==> src/rtl/decode_stage_hs_pkg.sv <==
// Shared pipes package for the decode stage.
// Holds the fetch->decode entry type, the decoded bundle presented to
// execute, MIPS function/opcode constants and the immediate-extension helper.
// Struct pc fields are sized for the widest supported pc (64 bits); users
// cast to their own PC_W.
package decode_stage_hs_pkg;

    localparam int ENTRY_PC_W    = 64;
    localparam int ENTRY_INSTR_W = 32;

    // R-type function codes (instr[5:0])
    localparam logic [5:0] F6_SLL = 6'h00;
    localparam logic [5:0] F6_SRL = 6'h02;
    localparam logic [5:0] F6_JR  = 6'h08;
    localparam logic [5:0] F6_ADD = 6'h20;
    localparam logic [5:0] F6_SUB = 6'h22;
    localparam logic [5:0] F6_AND = 6'h24;
    localparam logic [5:0] F6_OR  = 6'h25;
    localparam logic [5:0] F6_SLT = 6'h2A;

    // Primary opcodes (instr[31:26])
    localparam logic [5:0] OP_REGIMM = 6'h01;
    localparam logic [5:0] OP_J      = 6'h02;
    localparam logic [5:0] OP_JAL    = 6'h03;
    localparam logic [5:0] OP_BEQ    = 6'h04;
    localparam logic [5:0] OP_BNE    = 6'h05;
    localparam logic [5:0] OP_BLEZ   = 6'h06;
    localparam logic [5:0] OP_BGTZ   = 6'h07;
    localparam logic [5:0] OP_ANDI   = 6'h0C;
    localparam logic [5:0] OP_ORI    = 6'h0D;
    localparam logic [5:0] OP_XORI   = 6'h0E;
    localparam logic [5:0] OP_LUI    = 6'h0F;

    typedef struct packed {
        logic [ENTRY_PC_W-1:0]    pc;
        logic [ENTRY_INSTR_W-1:0] instr;
    } fetch_entry_t;

    typedef struct packed {
        logic [ENTRY_PC_W-1:0]    pc;
        logic [ENTRY_INSTR_W-1:0] instr;
        logic [5:0]               op;
        logic [5:0]               func;
        logic [4:0]               rs;
        logic [4:0]               rt;
        logic [4:0]               rd;
        logic [4:0]               shamt;
        logic [31:0]              imm_ext;
        logic [ENTRY_PC_W-1:0]    branch_target;
        logic [ENTRY_PC_W-1:0]    jump_target;
        logic                     is_branch;
        logic                     is_jump;
    } decoded_t;

    // Logical immediates are zero-extended, LUI places imm in the upper half,
    // everything else (arithmetic, loads/stores, branches) sign-extends.
    function automatic logic [31:0] extend_imm(input logic [5:0] op, input logic [15:0] imm);
        logic [31:0] ext;
        case (op)
            OP_ANDI, OP_ORI, OP_XORI: ext = {16'h0000, imm};
            OP_LUI:                   ext = {imm, 16'h0000};
            default:                  ext = {{16{imm[15]}}, imm};
        endcase
        return ext;
    endfunction

endpackage

==> src/rtl/decode_stage_hs_decode_fields.sv <==
// decode_fields: purely combinational MIPS field decoder.
// Ports:
//   entry : fetch_entry_t  {pc, instr} of the entry to decode
//   dec   : decoded_t      all decoded fields, targets computed on PC_W bits
// PC_W must lie in 29..64 (jump target keeps pc4[PC_W-1:28]).
module decode_fields
    import decode_stage_hs_pkg::*;
#(
    parameter int PC_W         = 32,
    parameter int BRANCH_SHIFT = 2
) (
    input  fetch_entry_t entry,
    output decoded_t     dec
);

    logic [PC_W-1:0] pc;
    logic [PC_W-1:0] pc4;
    logic [PC_W-1:0] br_off;
    logic [15:0]     imm;
    logic [5:0]      op;

    assign pc     = PC_W'(entry.pc);
    assign imm    = entry.instr[15:0];
    assign op     = entry.instr[31:26];
    assign pc4    = pc + PC_W'(4);
    // Sign-extend to full pc width before shifting so negative offsets wrap.
    assign br_off = {{(PC_W-16){imm[15]}}, imm} << BRANCH_SHIFT;

    always_comb begin
        dec               = '0;
        dec.pc            = entry.pc;
        dec.instr         = entry.instr;
        dec.op            = op;
        dec.func          = entry.instr[5:0];
        dec.rs            = entry.instr[25:21];
        dec.rt            = entry.instr[20:16];
        dec.rd            = entry.instr[15:11];
        dec.shamt         = entry.instr[10:6];
        dec.imm_ext       = extend_imm(op, imm);
        dec.branch_target = ENTRY_PC_W'(pc4 + br_off);
        dec.jump_target   = ENTRY_PC_W'({pc4[PC_W-1:28], entry.instr[25:0], 2'b00});
        dec.is_branch     = (op == OP_BEQ) || (op == OP_BNE) || (op == OP_BLEZ) ||
                            (op == OP_BGTZ) || (op == OP_REGIMM);
        dec.is_jump       = (op == OP_J) || (op == OP_JAL);
    end

endmodule

==> src/rtl/decode_stage_hs.sv <==
// decode_stage_hs: MIPS decode stage with valid/ready handshakes on both
// sides and a two-entry skid buffer (main = head, skid = overflow).
// Ports:
//   clk, resetn (sync, active-low), flush (drop all held entries)
//   in_valid/in_ready/in_pc/in_instr      : fetch side; in_ready is a flop
//   out_valid/out_ready                   : execute side handshake
//   out_pc/out_instr/out_op/out_func/out_rs/out_rt/out_rd/out_shamt
//   out_imm_ext/out_branch_target/out_jump_target/out_is_branch/out_is_jump
// Decoded outputs come combinationally from the main register only, so they
// always describe the head entry (and stay deterministic while empty).
module decode_stage_hs
    import decode_stage_hs_pkg::*;
#(
    parameter int              PC_W         = 32,
    parameter int              INSTR_W      = 32,
    parameter int              REG_ADDR_W   = 5,
    parameter int              BRANCH_SHIFT = 2,
    parameter logic [PC_W-1:0] RESET_PC     = '0
) (
    input  logic                  clk,
    input  logic                  resetn,
    input  logic                  flush,
    input  logic                  in_valid,
    output logic                  in_ready,
    input  logic [PC_W-1:0]       in_pc,
    input  logic [INSTR_W-1:0]    in_instr,
    output logic                  out_valid,
    input  logic                  out_ready,
    output logic [PC_W-1:0]       out_pc,
    output logic [INSTR_W-1:0]    out_instr,
    output logic [5:0]            out_op,
    output logic [5:0]            out_func,
    output logic [REG_ADDR_W-1:0] out_rs,
    output logic [REG_ADDR_W-1:0] out_rt,
    output logic [REG_ADDR_W-1:0] out_rd,
    output logic [4:0]            out_shamt,
    output logic [31:0]           out_imm_ext,
    output logic [PC_W-1:0]       out_branch_target,
    output logic [PC_W-1:0]       out_jump_target,
    output logic                  out_is_branch,
    output logic                  out_is_jump
);

    logic               main_valid_q, main_valid_d;
    logic               skid_valid_q, skid_valid_d;
    logic               in_ready_q,   in_ready_d;
    logic [PC_W-1:0]    main_pc_q,    main_pc_d;
    logic [INSTR_W-1:0] main_instr_q, main_instr_d;
    logic [PC_W-1:0]    skid_pc_q,    skid_pc_d;
    logic [INSTR_W-1:0] skid_instr_q, skid_instr_d;

    logic fire_in;
    logic fire_out;

    assign fire_in  = in_valid & in_ready_q;
    assign fire_out = main_valid_q & out_ready;

    always_comb begin
        main_valid_d = main_valid_q;
        skid_valid_d = skid_valid_q;
        main_pc_d    = main_pc_q;
        main_instr_d = main_instr_q;
        skid_pc_d    = skid_pc_q;
        skid_instr_d = skid_instr_q;

        if (flush) begin
            // Data registers keep their contents so outputs stay deterministic.
            main_valid_d = 1'b0;
            skid_valid_d = 1'b0;
        end else if (fire_out) begin
            if (skid_valid_q) begin
                // in_ready was low, so no new entry can arrive this cycle.
                main_valid_d = 1'b1;
                main_pc_d    = skid_pc_q;
                main_instr_d = skid_instr_q;
                skid_valid_d = 1'b0;
            end else begin
                main_valid_d = fire_in;
                if (fire_in) begin
                    main_pc_d    = in_pc;
                    main_instr_d = in_instr;
                end
            end
        end else if (fire_in) begin
            if (!main_valid_q) begin
                main_valid_d = 1'b1;
                main_pc_d    = in_pc;
                main_instr_d = in_instr;
            end else begin
                skid_valid_d = 1'b1;
                skid_pc_d    = in_pc;
                skid_instr_d = in_instr;
            end
        end

        // Registered ready: accept whenever the skid slot will be free.
        in_ready_d = ~skid_valid_d;
    end

    always_ff @(posedge clk) begin
        if (!resetn) begin
            main_valid_q <= 1'b0;
            skid_valid_q <= 1'b0;
            in_ready_q   <= 1'b1;
            main_pc_q    <= RESET_PC;
            main_instr_q <= '0;
            skid_pc_q    <= RESET_PC;
            skid_instr_q <= '0;
        end else begin
            main_valid_q <= main_valid_d;
            skid_valid_q <= skid_valid_d;
            in_ready_q   <= in_ready_d;
            main_pc_q    <= main_pc_d;
            main_instr_q <= main_instr_d;
            skid_pc_q    <= skid_pc_d;
            skid_instr_q <= skid_instr_d;
        end
    end

    fetch_entry_t head;
    decoded_t     dec;

    assign head.pc    = ENTRY_PC_W'(main_pc_q);
    assign head.instr = ENTRY_INSTR_W'(main_instr_q);

    decode_fields #(
        .PC_W         (PC_W),
        .BRANCH_SHIFT (BRANCH_SHIFT)
    ) u_decode_fields (
        .entry (head),
        .dec   (dec)
    );

    assign in_ready          = in_ready_q;
    assign out_valid         = main_valid_q;
    assign out_pc            = PC_W'(dec.pc);
    assign out_instr         = INSTR_W'(dec.instr);
    assign out_op            = dec.op;
    assign out_func          = dec.func;
    assign out_rs            = REG_ADDR_W'(dec.rs);
    assign out_rt            = REG_ADDR_W'(dec.rt);
    assign out_rd            = REG_ADDR_W'(dec.rd);
    assign out_shamt         = dec.shamt;
    assign out_imm_ext       = dec.imm_ext;
    assign out_branch_target = PC_W'(dec.branch_target);
    assign out_jump_target   = PC_W'(dec.jump_target);
    assign out_is_branch     = dec.is_branch;
    assign out_is_jump       = dec.is_jump;

endmodule

==> config.mk <==
export PLATFORM = sky130hd
export DESIGN_NAME = decode_stage_hs
export DESIGN_NICKNAME = d
export VERILOG_FILES = /design/src/rtl/decode_stage_hs_pkg.sv /design/src/rtl/decode_stage_hs_decode_fields.sv /design/src/rtl/decode_stage_hs.sv
export SDC_FILE = /design/constraint.sdc
export NUM_CORES = 1
export LEC_CHECK = 0
export CAP_MARGIN = 20
export CORE_ASPECT_RATIO = 1.2
export CORE_UTILIZATION = 35
export DETAILED_ROUTE_END_ITERATION = 8
export PLACE_DENSITY = 0.66
export SETUP_SLACK_MARGIN = 0.15
export SYNTH_ARGS = -nofsm -noshare
export SYNTH_HDL_FRONTEND = slang
export SYNTH_SLANG_ARGS = --single-unit
export TNS_END_PERCENT = 50
==> constraint.sdc <==
create_clock -name clk -period 3.55 [get_ports clk]
set_input_delay 0.71 -clock clk [delete_from_list [all_inputs] [get_ports clk]]
set_output_delay 0.71 -clock clk [all_outputs]
set_load 0.01 [all_outputs]
==> results of run 1 <==
worst register-to-register path: cells and delay by family, from the launching register on:
family          cells  cell delay, ns
flops               1            0.54
simple gates        2            0.40
compound gates      2            0.48
buf+inv             1            0.47
what timing repair did:
action | CTS | global route
gates resized for setup | 169 | 35
hold buffers | 0 | 0
gates cloned | 0 | 0
pin swaps | 54 | 25
endpoints found under the setup margin | 27 | 26
setup buffers | 26 | 8
final timing paths:
kind | depth (start not counted) | from | slack (ns) | endpoint
worst min register to register | 2 | skid_pc_q[15]$_SDFFE_PN0P_ | 0.45 | skid_pc_q[15]$_SDFFE_PN0P_
worst min-delay path | 2 | skid_pc_q[15]$_SDFFE_PN0P_ | 0.45 | skid_pc_q[15]$_SDFFE_PN0P_
worst max-delay path | 16 | main_pc_q[8]$_SDFFE_PN0P_ | -0.68 | out_branch_target[30]
worst max register to register | 5 | out_valid$_SDFFE_PP0P_ | 1.56 | main_pc_q[11]$_SDFFE_PN0P_
metrics by stage:
| step | instances | hold slack, ns | area [sq um] | total power [W] |
|---|---|---|---|---|
| 2_1_floorplan | 986 | 0.434 | 8370 | 0.00217 |
| 3_3_place_gp | 1596 | 0.439 | 11900 | 0.00284 |
| 3_5_place_dp | 1596 | 0.444 | 11900 | 0.00285 |
| 4_1_cts | 1654 | 0.452 | 13000 | 0.00465 |
| 5_1_grt | 1663 | 0.465 | 13200 | 0.00486 |
| 6_report | 1663 | 0.451 | 13200 | 0.00465 |
routing by layer:
metal / vias up / GRT usage (%) / wire, microns
met1: 3918 / 25.7 / 11300
met4: 2 / 9.91 / 1030
met5: - / 0 / 10
met3: 69 / 4.70 / 1270
li1: 4071 / - / -
met2: 236 / 39.1 / 13700
power groups by stage:
stage	clock (W)	sequential (W)	combinational [W]
2_1_floorplan	0	0.00165	0.000520
3_3_place_gp	0	0.00162	0.00123
3_5_place_dp	0	0.00162	0.00123
4_1_cts	0.00180	0.00159	0.00127
5_1_grt	0.00186	0.00160	0.00140
6_report	0.00176	0.00159	0.00131
layout by cell type, fill, tap and decap left out, types with 5 or more instances in the layout:
cell type and n:
clkdlybuf4s50_1 234, nand2_1 218, buf_4 178, dfxtp_1 119, mux2i_1 65, o211a_1 64
a21boi_1 60, a21o_1 31, ha_1 27, xnor2_1 24, buf_2 20, nor2b_1 19
clkbuf_16 18, xor2_1 16, a21oi_2 16, nand4_1 15, nor2_1 15, nand3_1 13
a21oi_1 11, inv_1 10, xnor2_2 10, buf_6 9, ha_4 6, dfxtp_2 6
dfxtp_4 6, and3_4 5, nand2_2 5, a21boi_0 5, dlygate4sd2_1 5
layout make-up:
cell class,instances,area (sq um)
fillers,2108,9960
multi-input cells,720,5540
repair buffers,451,4010
flip-flops and latches,131,2650
clock buffers,20,478
well taps,315,394
clock inverters,12,118
inverters,13,48.8
diodes,1,2.50
cells by family after synthesis:
group	synth area share, %
multiplexers	8.01
AND/OR/NAND/NOR	17.3
adder cells (fa/ha/maj)	5.85
XOR/XNOR	5.62
buffers and inverters	9.00
AO/OA/AOI/OAI	22.5
other	0.0454
flip-flops	31.7
flip-flops by register name (all words and copies together) (netlist names):
register,count
in_ready,1
main_instr_q,32
main_pc_q,32
out_valid,1
skid_instr_q,32
skid_pc_q,32
skid_valid_q,1
==> results.toml, run 1 <==
[synthesis]
yosysTopAreaCellShare_pct = 31.7
synthFlopType = "dfxtp_1"
synthArstFlopShare_pct = 0
ys_types = 51
synth_top_area_cell = "dfxtp_1"
synth_seq_cells = 131
synth_edf_count = 0
synth_area_per_cell_sq_um = 8.39
ys_top_cells_by_count = "nand2_1 (225), dfxtp_1 (131), mux2i_1 (65)"
syn_inst = 985
yosysWarnings = 0
synth_most_common_cell = "nand2_1"
syn_area_sq_mm = 0.00826
post_synth_main_area_contributors = "dfxtp_1 (32%), nand2_1 (10%), mux2i_1 (7.9%)"
ys_seq_area_share_pct = 31.7

[sta]
slew_headroom_pct = 50.3
clock_skew_ns = 0.00704
setup_slack_ns = -0.680
tightest_slew_ns = 0.745
max_freq_mhz = 236
drv_slew = 0
period_minus_slack_ns = 4.23
period_share_pct = 119
finalHoldViolations = 0
setup_violations = 21
tns_ns = -8.02
rsz0062_at_grt = "true"

[routing]
wire_per_inst_microns = 16.4
drt-pass1-iter-count = 5
post-route-drc-count = 0
antenna_left = 0
vias = 8296
drtIter0Drc = 448
vias_per_cell = 4.99
routed_wl_microns = 27400

[finish]
post-route-util_pct = 57.1
nets = 1441
area_growth_pct = 60.3
drive_above_1_share_pct = 26.6

[global_route]
grt_pass1_vias = 7809
grt_pass1_wl_microns = 41700
grt_overflow = 0
grt.total_usage_pct = 22.2
antenna_found_initial = 2
grt_max_degree = 129

[placed_design]
preCtsSetupSlack_ns = -0.651
dpl.hpwl_microns = 19300
routabilityCongestion = 0.911
numPortBuffers = 262

[floorplanning]
die_area_sq_mm = 0.0242
fp.coreArea_sq_mm = 0.0232
io_pins = 265
dieHeight_microns = 170
rows = 61
die_x_microns = 142
initial_core_util_pct = 35.6

[clocking]
cts_tree = "yes"
htree_levels = 4
cts_buffer_depth = 2
clock-sinks = 131
clockRootBuffer = "clkbuf_16"
insertion_delay_ns = 0.42
clk_pin_slew_worst_paths_ns = 0.06
cts_made_buffers = 17

[critical_path]
slowest_stage = "or3_4"
startpoint_type = "flop"
worstPathArrival_ns = 3.52
crit_chain = "nand2_2, or3_4, nor2_4, and2_4, nand4_1, xnor2_1, buf_4, buf_6, ha_4, nand4_1, nor4_2, a21oi_2, buf_4, o31ai_4, xor2_1, buf_2"
crit_family = "simple AND/OR/NAND/NOR gates"
worstPathRequired_ns = 2.84
end_kind = "output port"
crit_type = "reg -> out"
crit_buf_inv = 4
max_stage_delay_ns = 0.41
critPathMaxFanout = 3

[pwr]
leakage_nw = 6.56
p_comb_share_pct = 28.2
swShare_pct = 29.1
intPower_w = 0.00330
seqPwrFrac_pct = 34.1
p_clk_share_pct = 37.7
power.density_mw_per_mm2 = 351
peakVddDrop_mv = 0.331
p_switching_w = 0.00135

[hold_path]
worst_hold_path_type = "reg -> reg"

[status]
violations = "setup timing"
status = "complete, but fails checks"

[run]
cap_violations = 0
(Power assumes the default switching activity.)
==> run 2, diff against run 1 <==
--- a/constraint.sdc
+++ b/constraint.sdc
@@ -3,2 +3,2 @@
 set_output_delay 0.71 -clock clk [all_outputs]
-set_load 0.01 [all_outputs]
+set_load 0.02 [all_outputs]
==> results.toml, run 2 (synthesis results as in run 1) <==
[critical_path]
crit_type = "reg -> out"
worstPathArrival_ns = 3.50
crit_family = "simple AND/OR/NAND/NOR gates"
worstPathRequired_ns = 2.84
reg2regPathDepth = 5
max_stage_delay_ns = 0.41
crit_chain = "nand2_1, or3_4, nor2_4, and2_4, nand2_1, xnor2_2, ha_1, nand2_2, o21ai_2, a21oi_1, o21ai_0, a21oi_1, buf_4, o31ai_4, xor2_1, buf_4"
end_kind = "output port"
timing.rr.end = "main_pc_q[11]$_SDFFE_PN0P_"
crit_path_end = "out_branch_target[30]"
crit_buf_inv = 2
path_depth = 16
slowest_stage = "or3_4"
startpoint_type = "flop"
worstSetupStartpoint = "main_pc_q[10]$_SDFFE_PN0P_"
r2r-start = "out_valid$_SDFFE_PP0P_"
critPathMaxFanout = 4
r2r_slack_ns = 1.48

[sta]
rsz0062_at_grt = "true"
slew_headroom_pct = 55.7
setup_violations = 20
finalHoldViolations = 0
drv_slew = 0
tns_ns = -8.47
clock_skew_ns = 0.00792
setup_slack_ns = -0.661
period_share_pct = 119
tightest_slew_ns = 0.665
period_minus_slack_ns = 4.21
max_freq_mhz = 237
whs_ns = 0.451

[pwr]
swShare_pct = 30.4
peakVddDrop_mv = 0.359
p_clk_share_pct = 38.2
p_switching_w = 0.00152
power.density_mw_per_mm2 = 367
leakage_nw = 6.69
seqPwrFrac_pct = 31.8
p_comb_share_pct = 30.0
intPower_w = 0.00347

[finish]
fin_area_sq_mm = 0.0136
final_cell_mix = "clkdlybuf4s50_1 (230), nand2_1 (219), buf_4 (198)"
layout_commonest_cell = "clkdlybuf4s50_1"
post-route-util_pct = 58.6
antennaDiodeCount = 0
area_growth_pct = 64.6
fill_cells = 2028
nets = 1442
drive_above_1_share_pct = 28.2
finalNonFillerCells = 1663

[routing]
drt-pass1-iter-count = 5
drtIter0Drc = 480
vias = 8174
wire_per_inst_microns = 16.1
routed_wl_microns = 26800
antenna_left = 0
vias_per_cell = 4.92
post-route-drc-count = 0

[floorplanning]
die_x_microns = 142
io_pins = 265
initial_core_util_pct = 35.6
fp.coreArea_sq_mm = 0.0232
rows = 61
die_area_sq_mm = 0.0242
dieHeight_microns = 170

[placed_design]
placed_cells = 1608
dpl.hpwl_microns = 19500
placed_area_sq_mm = 0.0121
numPortBuffers = 262
routabilityCongestion = 0.898

[global_route]
grt_pass1_vias = 7653
grt_max_degree = 101
antenna_found_initial = 0
grt_overflow = 0
grt.total_usage_pct = 22.0
grt_pass1_wl_microns = 41200

[clocking]
cts_buffer_depth = 2
insertion_delay_ns = 0.43
cts_tree = "yes"
htree_levels = 4
cts_made_buffers = 17
clk_pin_slew_worst_paths_ns = 0.06
clockRootBuffer = "clkbuf_16"
ctsHoldBuffers = 0
clock-sinks = 131

[run]
cap_violations = 0

[status]
violations = "setup timing"
status = "complete, but fails checks"

[hold_path]
worst_hold_path_type = "reg -> reg"
run 2: how the worst min path moves through the flow:
| stage | from | end | cells after the start |
|---|---|---|---|
| after global routing | skid_instr_q[8]$_SDFFE_PN0P_ | skid_instr_q[8]$_SDFFE_PN0P_ | 2 |
| after detailed placement | skid_instr_q[8]$_SDFFE_PN0P_ | skid_instr_q[8]$_SDFFE_PN0P_ | 2 |
| after global placement | skid_pc_q[19]$_SDFFE_PN0P_ | skid_pc_q[19]$_SDFFE_PN0P_ | 2 |
| after floorplan | skid_instr_q[10]$_SDFFE_PN0P_ | skid_instr_q[10]$_SDFFE_PN0P_ | 2 |
| final | skid_pc_q[11]$_SDFFE_PN0P_ | skid_pc_q[11]$_SDFFE_PN0P_ | 2 |
| after CTS | skid_pc_q[5]$_SDFFE_PN0P_ | skid_pc_q[5]$_SDFFE_PN0P_ | 2 |
run 2: worst reg2reg max path: cells and delay by family, from the launching register on:
kind                   cells  cell delay (ns)
AOI/OAI and AO/OA          2             0.66
DFF                        1             0.54
and+or+nand+nor            2             0.35
buffers and inverters      1             0.41
run 2: power groups by stage:
| stage | sequential, W | combinational, W | clock [W] |
|---|---|---|---|
| finish | 0.00159 | 0.00150 | 0.00191 |
| detailed placement | 0.00162 | 0.00140 | 0 |
| floorplan | 0.00169 | 0.000640 | 0 |
| global placement | 0.00161 | 0.00140 | 0 |
| CTS | 0.00159 | 0.00146 | 0.00196 |
| global route | 0.00159 | 0.00159 | 0.00202 |
run 2: per-layer routing:
layer | GRT usage [%] | up-vias | share of wire [%]
li1 | - | 4076 | -
met1 | 27.1 | 3869 | 44
met2 | 38.6 | 197 | 50
met3 | 3.43 | 32 | 4.0
met4 | 7.43 | 0 | 2.0
met5 | 0 | - | 0
run 2: cell type report:
| cell class | instances | area (sq um) | share of cell area (%) |
|---|---|---|---|
| clock inverters | 13 | 185 | 1.36 |
| multi-input cells | 720 | 5760 | 42.4 |
| inverters | 13 | 48.8 | 0.359 |
| flip-flops and latches | 131 | 2670 | 19.6 |
| clock buffers | 19 | 464 | 3.41 |
| repair buffers | 452 | 4080 | 30.0 |
| well taps | 315 | 394 | 2.90 |
run 2: what timing repair did:
action / CTS / global route
pin swaps: 64 / 38
gates cloned: 0 / 0
setup buffers: 18 / 5
setup endpoints to repair: 28 / 27
resized for setup: 200 / 52
run 2: through the flow:
stage | power [W] | setup WS [ns]
final | 0.00499 | -0.661
after global routing | 0.00521 | -0.807
after CTS | 0.00500 | -0.663
after detailed placement | 0.00302 | -0.767
after global placement | 0.00301 | -0.725
after floorplan | 0.00233 | -0.0875
==> run 3, diff against run 2 <==
CELL_PAD_IN_SITES_DETAIL_PLACEMENT = 0   (was not set)
CELL_PAD_IN_SITES_GLOBAL_PLACEMENT = 1   (was not set)
CORE_UTILIZATION = 31   (was 35)
PLACE_DENSITY = not set   (was 0.66)
PLACE_DENSITY_LB_ADDON = 0.1   (was not set)
SKIP_CTS_REPAIR_TIMING = 1   (was not set)
==> results.toml, run 3 (synthesis results as in run 1) <==
[clocking]
cts_made_buffers = 17
clock-sinks = 131
cts_tree = "yes"
cts_buffer_depth = 2
clockRootBuffer = "clkbuf_16"
clk_pin_slew_worst_paths_ns = 0.06
insertion_delay_ns = 0.42
htree_levels = 4

[routing]
post-route-drc-count = 0
drtIter0Drc = 271
vias_per_cell = 4.85
wire_per_inst_microns = 17.2
vias = 8130
antenna_left = 0
routed_wl_microns = 28900
drt-pass1-iter-count = 4

[finish]
layout_commonest_cell = "clkdlybuf4s50_1"
multi_input_area_sq_mm = 0.00552
antennaDiodeCount = 0
final_cell_mix = "clkdlybuf4s50_1 (232), nand2_1 (217), buf_4 (191)"
fill_cells = 2558
drive_above_1_share_pct = 26.5
finalNonFillerCells = 1677
nets = 1436
fin_area_sq_mm = 0.0133
ff_latch_area_sq_mm = 0.00267
area_growth_pct = 60.7
post-route-util_pct = 50.5

[hold_path]
min_from = "skid_pc_q[6]$_SDFFE_PN0P_"
min_path_cells = 2
worst_hold_path_type = "reg -> reg"
min_to = "skid_pc_q[6]$_SDFFE_PN0P_"

[critical_path]
max_stage_delay_ns = 0.38
critPathMaxFanout = 4
r2r-start = "out_valid$_SDFFE_PP0P_"
worstPathRequired_ns = 2.84
end_kind = "output port"
crit_chain = "nand2_2, or3_4, nor2_4, and2_4, nand4_1, xnor2_2, buf_4, ha_1, nand4_1, nor4_2, a21oi_1, buf_4, o31ai_4, xor2_1, buf_4"
crit_top_cell = "buf_4"
reg2regPathDepth = 5
slowest_stage = "or3_4"
worstPathArrival_ns = 3.57
startpoint_type = "flop"
r2r_slack_ns = 1.52
crit_buf_inv = 3
crit_family = "simple AND/OR/NAND/NOR gates"
timing.rr.end = "skid_pc_q[31]$_SDFFE_PN0P_"
crit_type = "reg -> out"

[floorplanning]
io_pins = 265
rows = 65
initial_core_util_pct = 31.5
dieHeight_microns = 181
die_area_sq_mm = 0.0273
fp.coreArea_sq_mm = 0.0263
die_x_microns = 151

[sta]
max_freq_mhz = 234
slew_headroom_pct = 50.7
setup_slack_ns = -0.732
setup_violations = 23
tightest_slew_ns = 0.739
drv_slew = 0
period_minus_slack_ns = 4.28
period_share_pct = 121
clock_skew_ns = 0.0140
rsz0062_at_grt = "true"
finalHoldViolations = 0

[run]
cap_violations = 0

[placed_design]
dpl.hpwl_microns = 21800
numPortBuffers = 262
placed_cells = 1630
preCtsSetupSlack_ns = -0.770
placed_area_sq_mm = 0.0122
routabilityCongestion = 0.919

[pwr]
peakVddDrop_mv = 0.319
p_total_w = 0.00484
power.density_mw_per_mm2 = 365
leakage_nw = 6.57

[global_route]
grt_pass1_vias = 7728
grt_max_degree = 85
grt.total_usage_pct = 20.5
grt_overflow = 0
met3_usage_pct = 3.54
antenna_found_initial = 0
grt_use_met1_pct = 24.6
busiest_layer = "met2"
grt_pass1_wl_microns = 42800
grt_util_met2_pct = 37.0

[status]
status = "complete, but fails checks"
violations = "setup timing"
## run 3: cell count changes in the layout (fill, tap and decap cells not counted), sizes merged
| cell | delta |
|---|---|
| buf | -7 |
| dlygate4sd2 | -4 |
| clkdlybuf4s15 | -2 |
| clkbuf | +1 |
| bufinv | -1 |
| clkdlybuf4s50 | +2 |
| dlymetal6s2s | +3 |
| clkinv | +1 |
| clkinvlp | +1 |
## run 3: layout make-up
class | count | share of cell area [%]
Clock inverter | 14 | 1.25
Multi-Input combinational cell | 720 | 41.6
Sequential cell | 131 | 20.1
Inverter | 13 | 0.368
Clock buffer | 18 | 3.23
Timing Repair Buffer | 446 | 30.3
Tap cell | 335 | 3.16
## run 3: routing by layer
| layer | vias to the layer above | wire length (microns) |
|---|---|---|
| met1 | 3865 | 12200 |
| met2 | 181 | 15200 |
| met4 | 0 | 422 |
| met5 | - | 0 |
| li1 | 4057 | - |
| met3 | 27 | 1100 |
## run 3: worst max-delay path by stage
stage / endpoint / startpoint / depth (start not counted)
after floorplan: out_branch_target[29] / main_pc_q[14]$_SDFFE_PN0P_ / 13
after global placement: out_branch_target[28] / main_pc_q[2]$_SDFFE_PN0P_ / 14
after detailed placement: out_branch_target[28] / main_pc_q[2]$_SDFFE_PN0P_ / 14
after CTS: out_branch_target[28] / main_pc_q[2]$_SDFFE_PN0P_ / 14
after global routing: out_branch_target[28] / main_pc_q[9]$_SDFFE_PN0P_ / 15
final: out_branch_target[30] / main_pc_q[9]$_SDFFE_PN0P_ / 15
## run 3: power by group
part,internal (W),switching [W]
Combinational,0.000729,0.000742
Clock,0.00106,0.000723
Sequential,0.00153,0.0000607
Total,0.00331,0.00153
## run 3: worst reg2reg max path, stage by stage (launching register included)
cell and delay (ns):
dfxtp_1 0.55, nand3_1 0.18, or3_2 0.71, buf_12 0.28, nand2_1 0.13, a21boi_0 0.07
## run 3: stage by stage
step / hold WS, ns / TNS, ns
floorplan: 0.434 / -0.351
global placement: 0.439 / -11.92
detailed placement: 0.444 / -11.84
CTS: 0.452 / -22.80
global route: 0.465 / -14.02
finish: 0.450 / -9.53
